File: src/rtl/serial_link_sched_if.sv
// Bundle of control, serial-monitor and status signals between the link
// scheduler and its S1/S2 environment.
`timescale 1ns/1ps
interface serial_link_sched_if;
  logic       start;
  logic       sen;
  logic       sd;
  logic       S1_done;
  logic       S2_done;
  logic       updown;
  logic       busy;
  logic       done;
  logic       err;
  logic [3:0] pkt_cnt;

  modport master (
    output start, sen, sd, S1_done, S2_done,
    input  updown, busy, done, err, pkt_cnt
  );

  modport slave (
    input  start, sen, sd, S1_done, S2_done,
    output updown, busy, done, err, pkt_cnt
  );
endinterface

File: src/rtl/serial_link_sched.sv
// Sequences a download/turnaround/upload transfer on a serial link, checking
// frame length and address order while downloading, with a progress timeout.
`timescale 1ns/1ps
module serial_link_sched #(
  parameter int FRAME_BITS = 21,
  parameter int NUM_PKT    = 8,
  parameter int TURN_GAP   = 4,
  parameter int TIMEOUT    = 1023
) (
  input logic               clk,
  input logic               rst,
  serial_link_sched_if.slave bus
);

  typedef enum logic [2:0] {S_IDLE, S_DOWN, S_TURN, S_UP, S_DONE, S_ERR} state_t;

  localparam int BCW = $clog2(FRAME_BITS + 2);
  localparam int GW  = $clog2(TURN_GAP + 1);
  localparam logic [BCW-1:0] BIT_SAT = BCW'(FRAME_BITS + 1);

  state_t         r_state;
  logic           r_sen_q;
  logic [BCW-1:0] r_bit_cnt;
  logic [2:0]     r_addr;
  logic [3:0]     r_pkt_cnt;
  logic [9:0]     r_timer;
  logic [GW-1:0]  r_gap;
  logic           r_updown;
  logic           r_busy;
  logic           r_done;
  logic           r_err;

  logic w_frame_start;
  logic w_frame_end;
  logic w_frame_ok;
  logic w_timeout;

  assign w_frame_start = r_sen_q & ~bus.sen;
  assign w_frame_end   = ~r_sen_q & bus.sen;
  assign w_frame_ok    = (r_bit_cnt == BCW'(FRAME_BITS)) && (r_addr == r_pkt_cnt[2:0]);
  assign w_timeout     = (r_timer == 10'(TIMEOUT - 1));

  // Frame monitor: the idle level of sen is high, so the history starts at 1.
  always_ff @(posedge clk or negedge rst) begin
    if (!rst) begin
      r_sen_q   <= 1'b1;
      r_bit_cnt <= '0;
      r_addr    <= '0;
    end else begin
      // NOTE: non-blocking assignments so every register samples pre-edge values.
      r_sen_q <= bus.sen;
      if (w_frame_start) begin
        r_bit_cnt <= BCW'(1);
        r_addr    <= {r_addr[1:0], bus.sd};
      end else if (!bus.sen) begin
        if (r_bit_cnt != BIT_SAT) r_bit_cnt <= r_bit_cnt + BCW'(1);
        if (r_bit_cnt < BCW'(3))  r_addr    <= {r_addr[1:0], bus.sd};
      end
    end
  end

  always_ff @(posedge clk or negedge rst) begin
    if (!rst) begin
      r_state   <= S_IDLE;
      r_pkt_cnt <= '0;
      r_timer   <= '0;
      r_gap     <= '0;
      r_updown  <= 1'b0;
      r_busy    <= 1'b0;
      r_done    <= 1'b0;
      r_err     <= 1'b0;
    end else begin
      r_done <= 1'b0;
      unique case (r_state)
        S_IDLE: begin
          if (bus.start) begin
            r_state   <= S_DOWN;
            r_busy    <= 1'b1;
            r_err     <= 1'b0;
            r_pkt_cnt <= '0;
            r_timer   <= '0;
          end
        end
        S_DOWN: begin
          // Timeout outranks any frame event landing on the same edge.
          if (w_timeout) begin
            r_state <= S_ERR;
            r_err   <= 1'b1;
          end else if (w_frame_end) begin
            if (w_frame_ok) begin
              r_pkt_cnt <= r_pkt_cnt + 4'd1;
              r_timer   <= '0;
              if (r_pkt_cnt == 4'(NUM_PKT - 1)) begin
                r_state <= S_TURN;
                r_gap   <= '0;
              end
            end else begin
              r_state <= S_ERR;
              r_err   <= 1'b1;
            end
          end else begin
            r_timer <= r_timer + 10'd1;
          end
        end
        S_TURN: begin
          if (w_frame_start) begin
            r_state <= S_ERR;
            r_err   <= 1'b1;
          end else if (r_gap == GW'(TURN_GAP - 1)) begin
            r_state  <= S_UP;
            r_updown <= 1'b1;
            r_timer  <= '0;
          end else begin
            r_gap <= r_gap + GW'(1);
          end
        end
        S_UP: begin
          if (w_timeout) begin
            r_state  <= S_ERR;
            r_err    <= 1'b1;
            r_updown <= 1'b0;
          end else if (bus.S1_done && bus.S2_done) begin
            r_state <= S_DONE;
            r_done  <= 1'b1;
          end else begin
            r_timer <= r_timer + 10'd1;
          end
        end
        S_DONE: begin
          r_state  <= S_IDLE;
          r_updown <= 1'b0;
          r_busy   <= 1'b0;
        end
        S_ERR: begin
          r_state <= S_IDLE;
          r_busy  <= 1'b0;
        end
        default: begin
          r_state  <= S_IDLE;
          r_updown <= 1'b0;
          r_busy   <= 1'b0;
        end
      endcase
    end
  end

  assign bus.updown  = r_updown;
  assign bus.busy    = r_busy;
  assign bus.done    = r_done;
  assign bus.err     = r_err;
  assign bus.pkt_cnt = r_pkt_cnt;

endmodule

File: src/flat_wrapper.sv
// flat-port wrapper written by rule: the top's interface ports become plain ports
module serial_link_sched_flat 
#(
  parameter int FRAME_BITS = 21,
  parameter int NUM_PKT    = 8,
  parameter int TURN_GAP   = 4,
  parameter int TIMEOUT    = 1023
)
  (clk, rst, bus_start, bus_sen, bus_sd, bus_S1_done, bus_S2_done, bus_updown, bus_busy, bus_done, bus_err, bus_pkt_cnt);
  serial_link_sched_if bus_i ();
  input logic clk;
  input logic rst;
  input wire logic [$bits(bus_i.start)-1:0] bus_start;
  input wire logic [$bits(bus_i.sen)-1:0] bus_sen;
  input wire logic [$bits(bus_i.sd)-1:0] bus_sd;
  input wire logic [$bits(bus_i.S1_done)-1:0] bus_S1_done;
  input wire logic [$bits(bus_i.S2_done)-1:0] bus_S2_done;
  output wire logic [$bits(bus_i.updown)-1:0] bus_updown;
  output wire logic [$bits(bus_i.busy)-1:0] bus_busy;
  output wire logic [$bits(bus_i.done)-1:0] bus_done;
  output wire logic [$bits(bus_i.err)-1:0] bus_err;
  output wire logic [$bits(bus_i.pkt_cnt)-1:0] bus_pkt_cnt;
  assign bus_i.start = bus_start;
  assign bus_i.sen = bus_sen;
  assign bus_i.sd = bus_sd;
  assign bus_i.S1_done = bus_S1_done;
  assign bus_i.S2_done = bus_S2_done;
  assign bus_updown = bus_i.updown;
  assign bus_busy = bus_i.busy;
  assign bus_done = bus_i.done;
  assign bus_err = bus_i.err;
  assign bus_pkt_cnt = bus_i.pkt_cnt;
  serial_link_sched #(.FRAME_BITS(FRAME_BITS), .NUM_PKT(NUM_PKT), .TURN_GAP(TURN_GAP), .TIMEOUT(TIMEOUT)) u_core (.clk(clk), .rst(rst), .bus(bus_i));
endmodule
File: config.mk
export PLATFORM = sky130hd
export DESIGN_NAME = serial_link_sched_flat
export DESIGN_NICKNAME = d
export VERILOG_FILES = /design/src/rtl/serial_link_sched_if.sv /design/src/rtl/serial_link_sched.sv /design/src/flat_wrapper.sv
export SDC_FILE = /design/constraint.sdc
export NUM_CORES = 1
export LEC_CHECK = 0
export CORE_AREA = 4 4 65 67
export CTS_CLUSTER_DIAMETER = 30
export DETAILED_ROUTE_END_ITERATION = 10
export DIE_AREA = 0 0 69 71
export DONT_BUFFER_PORTS = 1
export HOLD_SLACK_MARGIN = 0.06
export PLACE_DENSITY = 0.68
export SYNTH_ARGS = -nofsm -noshare
export SYNTH_HDL_FRONTEND = slang
export SYNTH_SLANG_ARGS = --single-unit
File: constraint.sdc
create_clock -name clk -period 3.5 [get_ports clk]
set_input_delay 0.35 -clock clk [delete_from_list [all_inputs] [get_ports clk]]
set_output_delay 0.35 -clock clk [all_outputs]
set_load 0.02 [all_outputs]
# Word-level counts from Yosys, hierarchy flattened
# Cells that the tools add are included.
totals:
  register_bits: 33
  latch_bits: 0
  mem_bits_rw: 0
  mem_bits_ro: 0
  out_inout_bits: 8
  word_cells: 123
  mem_count: 0
classes:
  n_addsub: 4
  mul: 0
  div_mod_pow: 0
  order_cmp: 1
  n_eq_ne: 29
  n_shift: 0
  mux: 53
  bitwise_logic: 6
  n_reduce_logical: 19
op_table:
  columns: ["cell", "n"]
  rows:
  - ["2-to-1 mux 10 bit", 8]
  - ["2-to-1 mux 3 bit", 18]
  - ["case mux 10 bit (4 select lines)", 1]
  - ["2-to-1 mux 4 bit", 4]
  - ["2-to-1 mux 5 bit", 3]
  - ["inequality test 2 x 1 -> 1 bit (second input constant)", 7]
  - ["2-to-1 mux 1 bit", 13]
  - ["inequality test 2 bit (second input constant)", 6]
  - ["case mux 3 bit (4 select lines)", 1]
  - ["adder 10 x 1 -> 10 bit (second input constant)", 1]
  - ["equality test 10 bit (second input constant)", 1]
  - ["AND reduction 5 bit", 2]
  - ["equality test 3 x 2 -> 1 bit (second input constant)", 3]
  - ["inequality test 3 x 1 -> 1 bit (second input constant)", 3]
  - ["case mux 4 bit (2 select lines)", 1]
  - ["AND reduction 8 bit", 1]
  - ["nonzero test 2 bit", 4]
  - ["AND reduction 7 bit", 1]
  - ["inequality test 3 bit (second input constant)", 2]
  - ["case mux 3 bit (2 select lines)", 1]
  - ["AND reduction 2 bit", 3]
  - ["AND reduction 6 bit", 1]
  - ["OR reduction 3 bit", 2]
  - ["adder 5 x 1 -> 5 bit (second input constant)", 1]
  - ["other kinds (19)", 24]

# Logic depth before layout (Yosys ltp)
# Gate-level depths: netlist (run 1).
depth:
  word_depth: 6
  mapped_depth: 9
  mapped_depth_nobuf: 7

# Worst setup path before layout (run 1)
# No wires, ideal clock.
synth_path:
  path_type: "register to register"
  from: "register u_core.r_bit_cnt[1]"
  to: "register u_core.r_gap[0]"
  setup_ns: 0.125
  arrival_ns: 1.938
  slack_ns: 1.438
  path_stages_with_launch: 8
  n_path_buf: 0
  synth_period_minus_slack_ns: 2.062
  cell_sequence: "dfrtp_1 inv_1 ha_1 nand4b_1 nor4_4 nand3_1 a221o_1 mux2_2"
synth_via:
  elab_chain_cells: 4
synth_lines:
  columns: ["element", "line_no", "source"]
  rows:
  - ["start: declaration", "serial_link_sched.sv:23", "logic [BCW-1:0] r_bit_cnt;"]
  - ["start signal: assignment", "serial_link_sched.sv:56", "if (r_bit_cnt != BIT_SAT) r_bit_cnt <= r_bit_cnt + BCW'(1);"]
  - ["equality test 5 bit", "serial_link_sched.sv:40", "assign w_frame_ok = (r_bit_cnt == BCW'(FRAME_BITS)) && (r_addr == r_pkt_cnt[2:0]);"]
  - ["logical AND 1 bit", "serial_link_sched.sv:40", null]
  - ["inequality test 2 x 1 -> 1 bit (no source line)", null, null]
  - ["AND reduction 7 bit (no source line)", null, null]
  - ["end signal: assignment", "serial_link_sched.sv:114", "r_gap <= r_gap + GW'(1);"]
  - ["end: declaration", "serial_link_sched.sv:27", "logic [GW-1:0] r_gap;"]
# No other way between the ends.
# A chain may end at the register's enable or synchronous reset.

# Worst setup path in the final report (run 1)
layout_path:
  from: "register u_core.r_state[0]"
  to: "register u_core.r_timer[4]"
layout_via:
  elab_chain_cells: 3
  word_cells_on_any_way: 14
layout_lines:
  columns: ["element", "line_no", "source"]
  rows:
  - ["start: declaration", "serial_link_sched.sv:21", "state_t r_state;"]
  - ["start signal: assignment", "serial_link_sched.sv:64", "r_state <= S_IDLE;"]
  - ["start signal: assignment", "serial_link_sched.sv:77", "r_state <= S_DOWN;"]
  - ["start signal: assignment", "serial_link_sched.sv:87", "r_state <= S_ERR;"]
  - ["equality test 3 x 1 -> 1 bit, or another cell as far along", "serial_link_sched.sv:74", "unique case (r_state)"]
  - ["inequality test 3 bit (no source line), or another cell as far along", null, null]
  - ["AND reduction 8 bit (no source line)", null, null]
  - ["end signal: assignment", "serial_link_sched.sv:102", "r_timer <= r_timer + 10'd1;"]
  - ["end signal: assignment", "serial_link_sched.sv:126", "r_timer <= r_timer + 10'd1;"]
  - ["end: declaration", "serial_link_sched.sv:26", "logic [9:0] r_timer;"]
# Several ways; a longest one is shown, not always the timed one.

==> results of run 1 <==
flip-flops by register name, indices dropped and copies added, names as in the netlist, 3 cells and up:
name	cells
u_core.bus.pkt_cnt	4
u_core.r_state	3
u_core.r_bit_cnt	5
u_core.r_timer	10
u_core.r_gap	3
u_core.r_addr	3
logic make-up after synthesis:
logic type	after synthesis
compound gates	61
xor+xnor	5
fa+ha+maj	8
buf+inv	18
flops	33
mux	6
simple gates	79
per-layer routing:
layer,part of all wire [%],track usage [%],vias to the layer above
met5,0,0,-
met4,1.9,7.38,0
met3,6.2,5.82,9
met2,50,31.3,59
met1,42,22.9,822
li1,-,-,777
worst max-delay path by stage:
stage                        start                end  slack, ps  cells past startpoint
4_1_cts        u_core.r_bit_cnt[1]  u_core.r_timer[4]       1250                      7
3_3_place_gp   u_core.r_bit_cnt[1]    u_core.r_gap[0]       1320                      7
6_report         u_core.r_state[0]  u_core.r_timer[4]       1230                      5
5_1_grt        u_core.r_bit_cnt[1]  u_core.r_timer[9]       1030                      6
3_5_place_dp   u_core.r_bit_cnt[1]  u_core.r_timer[9]       1260                      6
2_1_floorplan  u_core.r_bit_cnt[1]    u_core.r_gap[0]       1440                      7
per-stage QoR:
step / hold slack [ps] / setup WS, ps / instance area [um2] / util (%)
2_1_floorplan: 54.4 / 1440 / 1930 / -
3_3_place_gp: 55.4 / 1320 / 1960 / 53.9
3_5_place_dp: 55.2 / 1260 / 1960 / 53.9
4_1_cts: 181 / 1250 / 2080 / 57.2
5_1_grt: 181 / 1030 / 2080 / 57.2
6_report: 182 / 1230 / 2080 / 57.2
cell type report:
| class | count | area [um2] |
|---|---|---|
| fillers | 329 | 1550 |
| well taps | 48 | 60.1 |
| flip-flops and latches | 33 | 827 |
| clock buffers | 8 | 80.1 |
| multi-input cells | 159 | 1030 |
| repair buffers | 3 | 40.0 |
| inverters | 10 | 37.5 |
placed cells by master, fill, tap and decap left out, types with 6 or more instances in the layout:
cell type and count:
a21oi_1 13, inv_1 10, nand2_1 15, nand3_1 9, a31oi_1 7, and3_1 6
ha_1 8, dfrtp_1 32, nor2_1 20, o21ai_0 16
repair_timing:
item / in CTS / in global routing
hold endpoints to repair: 34 / 0
setup endpoints to repair: 0 / 0
hold buffers: 3 / 0
worst max-delay path, cell delays in order (launching register included):
cell and delay (ps):
dfrtp_1 600, nor3b_2 480, nand2_1 220, o2111ai_1 610, o21ai_0 180, o21ai_0 110
power breakdown:
part	total, mW	internal, mW	switching, mW
combinational	0.439	0.191	0.248
clock	0.282	0.141	0.141
sequential	0.625	0.465	0.160
==> results.sh, run 1 <==
export IMPL_status="completed"
export IMPL_crit_type="register to register"
export IMPL_nNetsFinal=227
export IMPL_setup_violations=0
export IMPL_path_clk_slew_ps=70
export IMPL_syn_num_nets=225
export IMPL_grt_pass1_vias=1627
export IMPL_row_count=22
export IMPL_hold_path_class="input pin to register"
export IMPL_fp_dieH_um=71
export IMPL_fin_cells=261
export IMPL_synth_simple_area_share_pct=22.4
export IMPL_tightest_slew_ps=669
export IMPL_crit_arrival_ps=2480
export IMPL_place_congestion=0.818
export IMPL_r2r_end="u_core.r_timer[4]"
export IMPL_cts_sinks=33
export IMPL_cts_resized=0
export IMPL_yosys_warnings=0
export IMPL_muxShareOfSynthArea_pct=3.44
export IMPL_drcViolationCount=0
export IMPL_drv_slew=0
export IMPL_p_total_mw=1.35
export IMPL_synth_cells=210
export IMPL_seq_area_frac_synth_pct=42.9
export IMPL_yosysMostFrequentCell="dfrtp_1"
export IMPL_post_route_min_period_ps=2270
export IMPL_synth_top_area_share_pct=41.5
export IMPL_r2r_slack_ps=1230
export IMPL_grt_pass1_wl_um=7510
export IMPL_yosys_top_cells_area="dfrtp_1 (42%), ha_1 (5.2%), o21ai_0 (4.2%)"
export IMPL_relSlewSlack_pct=55.3
export IMPL_fp_dieW_um=69
export IMPL_synthAdderAreaFrac_pct=5.19
export IMPL_portBuffers=0
export IMPL_viasPerCell=6.39
export IMPL_post_route_period_util_pct=64.8
export IMPL_root_buffer="clkbuf_8"
export IMPL_end_kind="register"
export IMPL_drt_iter0_drc=131
export IMPL_ant_nets=0
export IMPL_critPathMaxFanout=14
export IMPL_max_freq_mhz=441
export IMPL_cp_start_kind="register"
export IMPL_synth_compound_area_share_pct=20.4
export IMPL_r2r_cells=5
export IMPL_rsz0062_at_grt="false"
export IMPL_critPathRequiredTime_ps=3710
export IMPL_grt_usage_pct=18.8
export IMPL_syn_mean_instance_area_um2=9.19
export IMPL_hp_start="bus_sen"
export IMPL_grt_max_degree=34
export IMPL_drive_above_1_share_pct=7.51
export IMPL_p_leak_nw=0.892
export IMPL_num_vias=1667
export IMPL_post_cts_buffers=0
export IMPL_synth_distinct_cells=50
export IMPL_core_mm2=0.00363
export IMPL_critical_path_reg2reg_startpoint="u_core.r_state[0]"
export IMPL_hpwl_um=2970
export IMPL_synth_area_mm2=0.00193
export IMPL_start_util_pct=53.1
export IMPL_cts_tree="built"
export IMPL_synth_common_cells="dfrtp_1 (32), nor2_1 (20), o21ai_0 (16)"
export IMPL_synth_top_family_by_area="simple AND/OR/NAND/NOR gates"
export IMPL_insertion_delay_ps=290
export IMPL_area_growth_pct=7.78
export IMPL_async_flop_share_pct=100
export IMPL_synth_edf_count=0
export IMPL_whs_endpoint="u_core.r_bit_cnt[4]"
export IMPL_drtPass1Iterations=5
export IMPL_ys_seq_elements=33
export IMPL_peakVddDrop_uv=280
export IMPL_h_tree_depth=2
export IMPL_io_pins=15
export IMPL_drt_total_wl_um=4200
export IMPL_cts_inserted_buffers=5
export IMPL_post_drt_wl_per_cell_um=16.1
export IMPL_yosys_area_top_type="dfrtp_1"
export IMPL_clk_path_buf_depth=2
export IMPL_die_area_mm2=0.00490
export IMPL_tns_ps=0
export IMPL_grt_overflow=0
export IMPL_maxCapViolCount=0
export IMPL_hold_violations=0
export IMPL_antennaDiodeCount=0
export IMPL_synth_xor_area_share_pct=2.27
export IMPL_place_inst=250
export IMPL_hold_path_cell_count=2
export IMPL_synth_ff_type="dfrtp_1"
export IMPL_antenna_found_initial=0
export IMPL_power_density_mw_per_mm2=648
export IMPL_fin_skew_ps=8.06
No activity file was read; power rests on OpenSTA's default activity.
==> run 2: changes to the inputs <==
PLACE_DENSITY = 0.71   (was 0.68)
clock period = 1.87 ns   (was 3.5 ns; I/O delays follow)
==> run 2 against run 1 <==
  * The run now ends with setup timing left
  * Count of clock-buffer cells in the layout unchanged
  * Final area up 15%
  * Worst setup slack worse by 1200 ps
  * Non-clock buffer count up 28
  * Register-to-register slack worse by 1200 ps
  * Flip-flop and latch count unchanged
  * Critical endpoint is now u_core.r_gap[0]
  * Largest cell class unchanged
  * Largest power group is now combinational cells
==> results.sh, run 2 (synthesis gave the netlist of run 1 again) <==
export IMPL_ant_nets=0
export IMPL_place_congestion=0.849
export IMPL_end_kind="register"
export IMPL_crit_type="register to register"
export IMPL_fin_skew_ps=12.2
export IMPL_cts_inserted_buffers=5
export IMPL_fp_dieH_um=71
export IMPL_grt_usage_pct=18.7
export IMPL_fin_area_mm2=0.00238
export IMPL_nNetsFinal=255
export IMPL_drt_total_wl_um=4640
export IMPL_final_setup_worst_slack_ps=-5.71
export IMPL_row_count=22
export IMPL_place_worst_setup_slack_ps=-26.7
export IMPL_place_inst=272
export IMPL_num_vias=1751
export IMPL_area_growth_pct=23.5
export IMPL_p_leak_nw=1.05
export IMPL_setup_violations=1
export IMPL_fp_dieW_um=69
export IMPL_rsz0062_at_grt="true"
export IMPL_core_mm2=0.00363
export IMPL_hpwl_um=3200
export IMPL_relSlewSlack_pct=61.4
export IMPL_fin_cells=289
export IMPL_regArea_um2=830
export IMPL_drtPass1Iterations=4
export IMPL_mostFrequentLayoutCells="dfrtp_1 (30), buf_4 (25), nor2_1 (19), nand2_1 (14), a21oi_1 (13)"
export IMPL_post_route_min_period_ps=1880
export IMPL_die_area_mm2=0.00490
export IMPL_crit_arrival_ps=2050
export IMPL_max_freq_mhz=533
export IMPL_maxCapViolCount=0
export IMPL_h_tree_depth=2
export IMPL_start_util_pct=53.1
export IMPL_mostFrequentLayoutCell="dfrtp_1"
export IMPL_largest_reg_flops=10
export IMPL_grt_pass1_wl_um=7580
export IMPL_cp_start_kind="register"
export IMPL_peakVddDrop_uv=592
export IMPL_placed_area_mm2=0.00213
export IMPL_antennaDiodeCount=0
export IMPL_multiInputGateArea_mm2=0.00110
export IMPL_nFillCells=291
export IMPL_violations="setup timing"
export IMPL_tightest_slew_ps=575
export IMPL_io_pins=15
export IMPL_power_density_mw_per_mm2=1230
export IMPL_post_route_period_util_pct=100
export IMPL_cts_tree="built"
export IMPL_drive_above_1_share_pct=22.8
export IMPL_status="finished, violations left"
export IMPL_insertion_delay_ps=290
export IMPL_antenna_found_initial=0
export IMPL_grt_max_degree=34
export IMPL_holdWs_ps=162
export IMPL_drt_iter0_drc=223
export IMPL_portBuffers=0
export IMPL_cts_sinks=33
export IMPL_root_buffer="clkbuf_8"
export IMPL_path_clk_slew_ps=70
export IMPL_post_drt_wl_per_cell_um=16.0
export IMPL_critPathMaxFanout=12
export IMPL_hold_path_class="input pin to register"
export IMPL_hold_violations=0
export IMPL_drcViolationCount=0
export IMPL_viasPerCell=6.06
export IMPL_top_register="u_core.r_timer"
export IMPL_clk_path_buf_depth=2
export IMPL_drv_slew=0
export IMPL_critPathRequiredTime_ps=2050
export IMPL_grt_overflow=0
export IMPL_grt_pass1_vias=1656
==> run 2: timing repair <==
action | CTS | global route
gates resized for setup | 2 | 17
endpoints found under the hold margin | 36 | 0
pin swaps | 0 | 6
endpoints found under the setup margin | 6 | 19
hold buffers | 4 | 0
buffers inserted | 1 | 5
==> run 2: path summary, 6_finish.rpt <==
check                                        from             endpoint  slack, ps  depth (start not counted)
worst min register to register    u_core.r_gap[2]      u_core.r_gap[2]        500                          1
worst max register to register  u_core.r_state[0]      u_core.r_gap[0]         -6                          5
worst max-delay path            u_core.r_state[0]      u_core.r_gap[0]         -6                          5
min in group asynchronous                     rst    u_core.r_state[0]        350                          2
worst min-delay path                      bus_sen  u_core.r_bit_cnt[4]        160                          3
max in group asynchronous                     rst       u_core.r_sen_q       1280                          2
==> run 2: layout make-up <==
| type | count | area share [%] |
|---|---|---|
| Inverter | 10 | 1.58 |
| Clock buffer | 8 | 3.78 |
| Timing Repair Buffer | 31 | 10.9 |
| Multi-Input combinational cell | 159 | 46.4 |
| Sequential cell | 33 | 34.8 |
| Tap cell | 48 | 2.52 |
==> run 2: per-layer routing <==
layer | wire, um | part of all wire [%] | track usage (%)
met1 | 1950 | 42 | 24.5
met2 | 2330 | 50 | 29.0
met3 | 246 | 5.3 | 5.11
met4 | 102 | 2.2 | 8.03
met5 | 0 | 0 | 0
==> run 2: metrics by stage <==
stage / setup TNS (ps) / power (mW) / util (%)
2_1_floorplan: -44.1 / 1.79 / -
3_3_place_gp: 0 / 2.13 / 58.7
3_5_place_dp: -52.1 / 2.19 / 58.7
4_1_cts: -31.5 / 2.77 / 62.8
5_1_grt: -660 / 3.12 / 65.6
6_report: -5.71 / 2.94 / 65.6
==> run 2: power breakdown <==
part	total, mW	internal (mW)	switching, mW
registers	1.11	0.872	0.234
logic	1.28	0.621	0.656
clock network	0.553	0.300	0.253
==> run 2: critical path, cell delays in order, from the launching register on <==
cell and delay [ps]:
dfrtp_1 520, nor2b_1 300, and2_1 220, o21ai_0 110, a221o_1 340, mux2_2 270
==> run 3: changes to the inputs <==
CORE_AREA = 4 4 56 78   (was 4 4 65 67)
DIE_AREA = 0 0 60 82   (was 0 0 69 71)
PLACE_DENSITY = 0.7   (was 0.71)
==> run 3 against run 2 <==
  * The flow now finishes without violations
  * Non-clock buffer count up 1
  * Cell count is 1.7% lower
  * First-iteration DRC count is 60% lower
  * Largest cell class unchanged
  * Highest routed layer unchanged
==> results.sh, run 3 (synthesis gave the netlist of run 1 again) <==
export IMPL_status="completed"
export IMPL_hold_path_cell_count=3
export IMPL_critPathMaxFanout=8
export IMPL_r2r_slack_ps=60
export IMPL_hold_violations=0
export IMPL_p_total_mw=2.80
export IMPL_post_route_period_util_pct=96.6
export IMPL_row_count=26
export IMPL_critical_path_reg2reg_startpoint="u_core.r_addr[0]"
export IMPL_whs_endpoint="u_core.r_bit_cnt[4]"
export IMPL_crit_type="register to register"
export IMPL_grt_overflow=0
export IMPL_fin_skew_ps=7.47
export IMPL_viasPerCell=6.06
export IMPL_start_util_pct=53.0
export IMPL_cts_inserted_buffers=5
export IMPL_grt_max_degree=34
export IMPL_core_mm2=0.00364
export IMPL_fp_dieH_um=82
export IMPL_root_buffer="clkbuf_8"
export IMPL_rsz0062_at_grt="true"
export IMPL_drv_slew=0
export IMPL_drt_iter0_drc=89
export IMPL_post_route_min_period_ps=1810
export IMPL_crit_top_cell="buf_4"
export IMPL_power_density_mw_per_mm2=1180
export IMPL_tightest_slew_ps=528
export IMPL_drive_above_1_share_pct=25.6
export IMPL_num_vias=1722
export IMPL_relSlewSlack_pct=64.6
export IMPL_r2r_end="u_core.r_timer[9]"
export IMPL_setup_violations=0
export IMPL_io_pins=15
export IMPL_path_clk_slew_ps=70
export IMPL_ant_nets=0
export IMPL_p_leak_nw=1.05
export IMPL_end_kind="register"
export IMPL_max_freq_mhz=554
export IMPL_post_route_util_pct=65.3
export IMPL_top_register="u_core.r_timer"
export IMPL_drt_total_wl_um=4560
export IMPL_crit_chain="xor2_2 -> nor4_4 -> buf_4 -> o2111ai_1 -> buf_4 -> o32ai_1"
export IMPL_post_drt_wl_per_cell_um=16.1
export IMPL_h_tree_depth=2
export IMPL_insertion_delay_ps=290
export IMPL_grt_pass1_wl_um=7890
export IMPL_mostFrequentLayoutCells="dfrtp_1 (29), buf_4 (25), nor2_1 (20), nand2_1 (15)"
export IMPL_peakVddDrop_uv=867
export IMPL_tns_ps=0
export IMPL_cp_start_kind="register"
export IMPL_antennaDiodeCount=0
export IMPL_mostFrequentLayoutCell="dfrtp_1"
export IMPL_crit_slowest_cell="dfrtp_1"
export IMPL_place_congestion=0.838
export IMPL_largest_reg_flops=10
export IMPL_drcViolationCount=0
export IMPL_grt_usage_pct=21.3
export IMPL_area_growth_pct=23.3
export IMPL_cts_sinks=33
export IMPL_max_stage_delay_ps=420
export IMPL_hp_start="bus_sen"
export IMPL_die_area_mm2=0.00492
export IMPL_critPathRequiredTime_ps=2050
export IMPL_hpwl_um=3370
export IMPL_r2r_cells=6
export IMPL_maxCapViolCount=0
export IMPL_antenna_found_initial=0
export IMPL_drtPass1Iterations=4
export IMPL_hold_path_class="input pin to register"
export IMPL_crit_arrival_ps=1990
export IMPL_grt_pass1_vias=1794
export IMPL_cts_tree="built"
export IMPL_portBuffers=0
export IMPL_clk_path_buf_depth=2
export IMPL_fp_dieW_um=60
export IMPL_nNetsFinal=256
-- run 3: changes by cell type in the layout (fill, tap and decap cells not counted), moves of 2 or more --
cell / delta
nand3_1: -2
ha_2: +2
ha_1: -2
clkinv_2: +2
-- run 3: worst max-delay path: cells and delay by family, from the launching register on --
kind | cells | cell delay [ps]
buffers and inverters | 2 | 370
xor gates and xnor gates | 1 | 200
and+or+nand+nor | 1 | 310
DFF | 1 | 420
AOI/OAI and AO/OA | 2 | 390
-- run 3: what timing repair did --
action / CTS / global route
hold buffers: 4 / 1
endpoints found under the setup margin: 2 / 17
resized for setup: 2 / 21
hold endpoints to repair: 35 / 1
buffers inserted: 0 / 3
-- run 3: final cells by class --
type                    instances  area (um2)
fillers                       302        1260
multi-input cells             159        1110
flip-flops and latches         33         831
repair buffers                 32         270
clock buffers                   6        72.6
well taps                      42        52.6
inverters                      10        37.5
clock inverters                 2        10.0
-- run 3: worst max-delay path by stage --
stage               cells after the start                end                  start  slack (ps)
finish                                  6  u_core.r_timer[9]       u_core.r_addr[0]          60
global route                            8  u_core.r_timer[9]    u_core.r_bit_cnt[1]         -50
CTS                                     8  u_core.r_timer[8]        u_core.r_gap[0]           6
detailed placement                      7    u_core.r_gap[0]      u_core.r_timer[0]         -50
global placement                        7    u_core.r_gap[0]      u_core.r_timer[0]          20
floorplan                               5    u_core.r_gap[0]  u_core.bus.pkt_cnt[0]         -40
-- run 3: through the flow --
step                      cells  worst slack, ps  cell area [um2]  hold WS, ps
after floorplan             210            -44.1             1940         -109
after global placement      268             22.0             2140         -108
after detailed placement    268            -53.8             2140         -108
after CTS                   280             6.31             2280         63.1
after global routing        284            -47.7             2380          190
final                       284             64.2             2380          194
-- run 3: per-layer routing --
layer	track usage, %	wire (um)	part of all wire [%]
met3	4.56	119	2.6
met5	0	0	0
met1	22.5	1810	40
met4	9.53	96	2.1
met2	39.1	2530	55
-- run 3: power by group --
part	total (mW)	switching (mW)	internal, mW
registers	1.13	0.256	0.874
logic	1.16	0.588	0.567
clock network	0.514	0.256	0.258
total	2.80	1.10	1.70
